**config.mk**
```make
export PLATFORM = sky130hd
export DESIGN_NAME = wb_macro_mux
export DESIGN_NICKNAME = d
export VERILOG_FILES = /design/src/rtl/wb_macro_mux.sv
export SDC_FILE = /design/constraint.sdc
export NUM_CORES = 1
export LEC_CHECK = 0
export CAP_MARGIN = 20
export CORE_MARGIN = 8
export CORE_UTILIZATION = 39
export DETAILED_ROUTE_END_ITERATION = 10
export GPL_TIMING_DRIVEN = 0
export PLACE_DENSITY = 0.93
export SYNTH_ARGS = -nofsm -noshare
export SYNTH_HDL_FRONTEND = slang
export SYNTH_SLANG_ARGS = --single-unit
```
**constraint.sdc**
```tcl
create_clock -name wb_clk_i -period 2.7 [get_ports wb_clk_i]
set_input_delay 0.27 -clock wb_clk_i [delete_from_list [all_inputs] [get_ports wb_clk_i]]
set_output_delay 0.27 -clock wb_clk_i [all_outputs]
set_load 0.02 [all_outputs]
```
**src/rtl/wb_macro_mux.sv**
```systemverilog
// rtl/wb_macro_mux.sv - Wishbone host-to-macro fabric mux with bounded response time.
// Optional status register (timeout statistics) enabled by WB_MUX_STATUS_EN.
module wb_macro_mux #(
    parameter int          N_MACROS = 4,
    parameter logic [31:0] BASE_ADR = 32'h3000_0000,
    parameter int          SEL_LSB  = 16,
    parameter int          TIMEOUT  = 255,
    parameter logic [31:0] ERR_DATA = 32'hDEAD_BEEF
) (
    input  logic                   wb_clk_i,
    input  logic                   wb_rst_i,
    input  logic                   wbs_stb_i,
    input  logic                   wbs_cyc_i,
    input  logic                   wbs_we_i,
    input  logic [3:0]             wbs_sel_i,
    input  logic [31:0]            wbs_dat_i,
    input  logic [31:0]            wbs_adr_i,
    output logic                   wbs_ack_o,
    output logic [31:0]            wbs_dat_o,
    output logic [N_MACROS-1:0]    m_cyc_o,
    output logic [N_MACROS-1:0]    m_stb_o,
    output logic                   m_we_o,
    output logic [3:0]             m_sel_o,
    output logic [31:0]            m_dat_o,
    output logic [31:0]            m_adr_o,
    input  logic [N_MACROS-1:0]    m_ack_i,
    input  logic [32*N_MACROS-1:0] m_dat_i
);

    typedef enum logic [1:0] {
        S_IDLE,
        S_WAIT,
        S_RESP
    } state_t;

    localparam logic [15:0] TO_LAST = 16'(TIMEOUT - 1);

    state_t              state_q;
    logic [15:0]         cnt_q;
    logic [1:0]          idx_q;
    logic                ack_q;
    logic [31:0]         rdat_q;
    logic [N_MACROS-1:0] strb_q;
    logic                we_q;
    logic [3:0]          sel_q;
    logic [31:0]         wdat_q;
    logic [31:0]         adr_q;

    logic                req;
    logic                region_hit;
    logic                macro_hit;
    logic [1:0]          req_idx;
    logic [N_MACROS-1:0] req_onehot;
    logic                sel_ack;
    logic [31:0]         sel_dat;

    assign req        = wbs_cyc_i & wbs_stb_i & ~ack_q;
    assign req_idx    = wbs_adr_i[SEL_LSB+1:SEL_LSB];
    assign region_hit = (wbs_adr_i[31:24] == BASE_ADR[31:24]);
    assign macro_hit  = region_hit && ({30'd0, req_idx} < 32'(N_MACROS));

    // Only the selected port's ack/data matter; strays on other ports never reach the FSM.
    always_comb begin
        sel_ack    = 1'b0;
        sel_dat    = '0;
        req_onehot = '0;
        for (int k = 0; k < N_MACROS; k++) begin
            if (idx_q == 2'(k)) begin
                sel_ack = m_ack_i[k];
                sel_dat = m_dat_i[32*k +: 32];
            end
            if (req_idx == 2'(k)) begin
                req_onehot[k] = 1'b1;
            end
        end
    end

`ifdef WB_MUX_STATUS_EN
    logic [15:0] to_cnt_q;
    logic        to_valid_q;
    logic [1:0]  to_idx_q;
    logic        status_hit;
    logic [31:0] status_word;

    assign status_hit  = region_hit && (wbs_adr_i[23:20] == 4'hF);
    assign status_word = {to_cnt_q, 12'h0, to_valid_q, 1'b0, to_idx_q};
`endif

    always_ff @(posedge wb_clk_i) begin
        if (wb_rst_i) begin
            state_q <= S_IDLE;
            cnt_q   <= '0;
            idx_q   <= '0;
            ack_q   <= 1'b0;
            rdat_q  <= '0;
            strb_q  <= '0;
            we_q    <= 1'b0;
            sel_q   <= '0;
            wdat_q  <= '0;
            adr_q   <= '0;
`ifdef WB_MUX_STATUS_EN
            to_cnt_q   <= '0;
            to_valid_q <= 1'b0;
            to_idx_q   <= '0;
`endif
        end else begin
            case (state_q)
                S_IDLE: begin
                    if (req) begin
`ifdef WB_MUX_STATUS_EN
                        if (status_hit) begin
                            rdat_q  <= status_word;
                            ack_q   <= 1'b1;
                            state_q <= S_RESP;
                            if (wbs_we_i) begin
                                to_cnt_q   <= '0;
                                to_valid_q <= 1'b0;
                            end
                        end else
`endif
                        if (macro_hit) begin
                            idx_q   <= req_idx;
                            we_q    <= wbs_we_i;
                            sel_q   <= wbs_sel_i;
                            wdat_q  <= wbs_dat_i;
                            adr_q   <= wbs_adr_i;
                            strb_q  <= req_onehot;
                            cnt_q   <= '0;
                            state_q <= S_WAIT;
                        end else begin
                            rdat_q  <= ERR_DATA;
                            ack_q   <= 1'b1;
                            state_q <= S_RESP;
                        end
                    end
                end
                S_WAIT: begin
                    // Host abandoning the cycle takes precedence: it is no longer listening.
                    if (!wbs_cyc_i) begin
                        strb_q  <= '0;
                        state_q <= S_IDLE;
                    end else if (sel_ack) begin
                        rdat_q  <= sel_dat;
                        strb_q  <= '0;
                        ack_q   <= 1'b1;
                        state_q <= S_RESP;
                    end else if (cnt_q == TO_LAST) begin
                        rdat_q  <= ERR_DATA;
                        strb_q  <= '0;
                        ack_q   <= 1'b1;
                        state_q <= S_RESP;
`ifdef WB_MUX_STATUS_EN
                        to_valid_q <= 1'b1;
                        to_idx_q   <= idx_q;
                        if (to_cnt_q != 16'hFFFF) begin
                            to_cnt_q <= to_cnt_q + 16'd1;
                        end
`endif
                    end else begin
                        cnt_q <= cnt_q + 16'd1;
                    end
                end
                S_RESP: begin
                    ack_q   <= 1'b0;
                    state_q <= S_IDLE;
                end
                default: begin
                    state_q <= S_IDLE;
                end
            endcase
        end
    end

    assign wbs_ack_o = ack_q;
    assign wbs_dat_o = rdat_q;
    assign m_cyc_o   = strb_q;
    assign m_stb_o   = strb_q;
    assign m_we_o    = we_q;
    assign m_sel_o   = sel_q;
    assign m_dat_o   = wdat_q;
    assign m_adr_o   = adr_q;

endmodule

```
==> flow_metrics.tcl <==
set metrics [dict create \
    end_kind "flop" \
    core_um2 13880 \
    vdd_drop_max_mv 0.4812 \
    synth.area.top_cells "dfxtp_1 (45%), mux4_2 (13%), nand2_1 (8.8%), a21oi_1 (7.9%), a211oi_1 (3.2%)" \
    nets 1158 \
    synth_top_family_by_area "simple AND/OR/NAND/NOR gates" \
    cp.required_ps 3010 \
    power.leakage_uw 0.003142 \
    start_util_pct 40.05 \
    holdBufCountCts 0 \
    outcome "finished clean" \
    drive_above_1_share_pct 10.28 \
    synthXorXnorAreaFrac_pct 0.3151 \
    yosys-top-cells-count "nand2_1 (131), dfxtp_1 (124), a21oi_1 (88), clkbuf_1 (41), mux4_2 (33)" \
    synth_cells 619 \
    clk_latency_ps 410 \
    num_vias 6171 \
    cts-htree-levels 4 \
    areaGrowthSynthToFinish_pct 72.27 \
    finClkSkew_ps 6.629 \
    period_share_pct 95.10 \
    netlist_area_um2 5559 \
    cp-start-kind "flop" \
    synth-compound-area-share_pct 14.40 \
    grt_overflow 0 \
    place_inst 1113 \
    fin_crit_ps 2568 \
    avgSynthCellArea_um2 8.981 \
    fp.dieH_um 135.4 \
    ios 315 \
    wl_per_cell_um 20.69 \
    synth.top_cell.area_share_pct 44.65 \
    dp_slack_ps -393.6 \
    rows 43 \
    drc 0 \
    setup_ws_ps 132.3 \
    report.final.slew_viol_count 0 \
    synth_fa_ha_area_share_pct 0.4501 \
    postRouteAntennaNets 0 \
    seq_area_frac_synth_pct 44.65 \
    dr.pass1.iters 5 \
    cts.sinks 124 \
    io_buffers 314 \
    instances_no_fill 1143 \
    final.setup.tns_ps 0 \
    routed_wl_um 23650 \
    grt_antenna_before_repair 0 \
    clkTransAtPathRegs_ps 60 \
    path_class "flop to flop" \
    synth_warnings 0 \
    cts_buffers 17 \
    yosysMostFrequentCell "nand2_1" \
    synthSimpleGateAreaFrac_pct 20.19 \
    hp-class "primary input to flop" \
    cap_violations 0 \
    hpwl_um 18890 \
    cts_root_buffer "clkbuf_16" \
    slew_headroom_pct 57.62 \
    grt_usage_pct 25.25 \
    drt-vias-per-instance 5.399 \
    power_density_nw_per_um2 496.8 \
    fin_total_pwr_uw 4758 \
    grt_pass1_wl_um 35160 \
    synth_nets 826 \
    grt_pass1_vias 6381 \
    cts_buffer_depth 2 \
    synthDistinctLibCells 41 \
    die-area_um2 18330 \
    place_congestion 0.9218 \
    cts_tree "done" \
    fmax_mhz 389.5 \
    grt_max_degree 17 \
    synth_edf_count 0 \
    fp.dieW_um 135.4 \
    yosys.area.top_type "dfxtp_1" \
    dr.first_iter.drc_count 389 \
    synth_async_sr_flop_share_pct 0 \
    cp_max_fo 10 \
    ys_ff_latch 124 \
    synth_ff_type "dfxtp_1" \
    synth_mux_area_share_pct 13.55 \
    setup_viol 0 \
    num_antenna_cells 0 \
    rsz0062_at_grt "no" \
    hold_viol_final 0 \
    arrival_ps 2880 \
    tightestPinTransition_ps 635.6 \
]
## routing by layer
metal	track usage (%)	up-vias	wire, um
met5	0	-	0
met4	13.02	0	904
met3	8.717	59	2045
met2	42.70	319	11700
met1	27.53	2922	8995
li1	-	2871	-
## cell type report
class | instances | area (um2)
multi-input combinational | 409 | 2753
inverter | 30 | 112.6
timing repair buffer | 314 | 3143
fill | 998 | 4304
clock inverter | 10 | 141.4
sequential | 124 | 2482
clock buffer | 21 | 460.4
buffer | 55 | 259.0
tap | 180 | 225.2
## flip-flops by register name, summed over array words and instances, names as in the netlist, 2 cells and up
signal and count:
m_dat_o 32, wbs_dat_o 32, m_adr_o 31, m_sel_o 4, cnt_q 16, m_cyc_o 4
state_q 2
## per-stage QoR
step | utilization (%) | hold WS [ps] | area (um2)
6_report | 68.99 | 402.6 | 9577
5_1_grt | 68.99 | 394.5 | 9577
4_1_cts | 68.69 | 391.9 | 9535
3_3_place_gp | 64.31 | 440.6 | 8927
3_5_place_dp | 64.31 | 445.3 | 8927
2_1_floorplan | - | 406.0 | 5559
## where the power goes
part	switching (uW)	leakage, uW	total (uW)	internal (uW)
Combinational	209	0.00186	581	373
Sequential	15.4	0.00100	1880	1860
Clock	807	0.000277	2300	1490
Total	1030	0.00314	4760	3730
## repair_timing
action	CTS	global route
setup buffers	0	0
pin swaps	0	2
endpoints found under the setup margin	28	35
resized for setup	3	17
## critical path: stages, from the launching register on
cell      delay (ps)
dfxtp_1          350
buf_6            180
mux4_2           570
a41oi_4          270
o32a_1           280
clkbuf_4         240
buf_4            200
nor4_1            80
a211oi_1         290
## cells by family (layout without fill, tap and decap cells)
kind of cell / Yosys count / after routing
buffers and inverters: 86 / 430
AOI/OAI and AO/OA: 141 / 141
adders and majority gates: 2 / 2
DFF: 124 / 124
xor gates and xnor gates: 2 / 2
muxes: 34 / 34
and+or+nand+nor: 230 / 230
## layout by cell type (no fill, tap or decap), types with 8 or more instances in the layout
| master | netlist | final |
|---|---|---|
| nor4_1 | 26 | 26 |
| inv_1 | 30 | 30 |
| a211oi_1 | 24 | 24 |
| or3_1 | 13 | 13 |
| o21ai_0 | 21 | 21 |
| nand2_1 | 131 | 131 |
| dfxtp_1 | 124 | 124 |
| clkbuf_16 | 0 | 17 |
| mux4_2 | 33 | 33 |
| clkdlybuf4s50_1 | 0 | 314 |
| a21oi_1 | 88 | 88 |
| or4b_2 | 8 | 8 |
| clkbuf_1 | 41 | 35 |
| nor2_1 | 13 | 13 |
## worst paths after layout
kind                      start            end  slack (ps)  cells after the start
setup reg to reg       idx_q[0]  wbs_dat_o[16]         130                      8
hold / removal    wbs_dat_i[10]    m_dat_o[10]         400                      3
setup / recovery       idx_q[0]  wbs_dat_o[16]         130                      8
hold reg to reg     m_adr_o[31]    m_adr_o[31]         450                      1
Power figures use the tool's default switching activity.
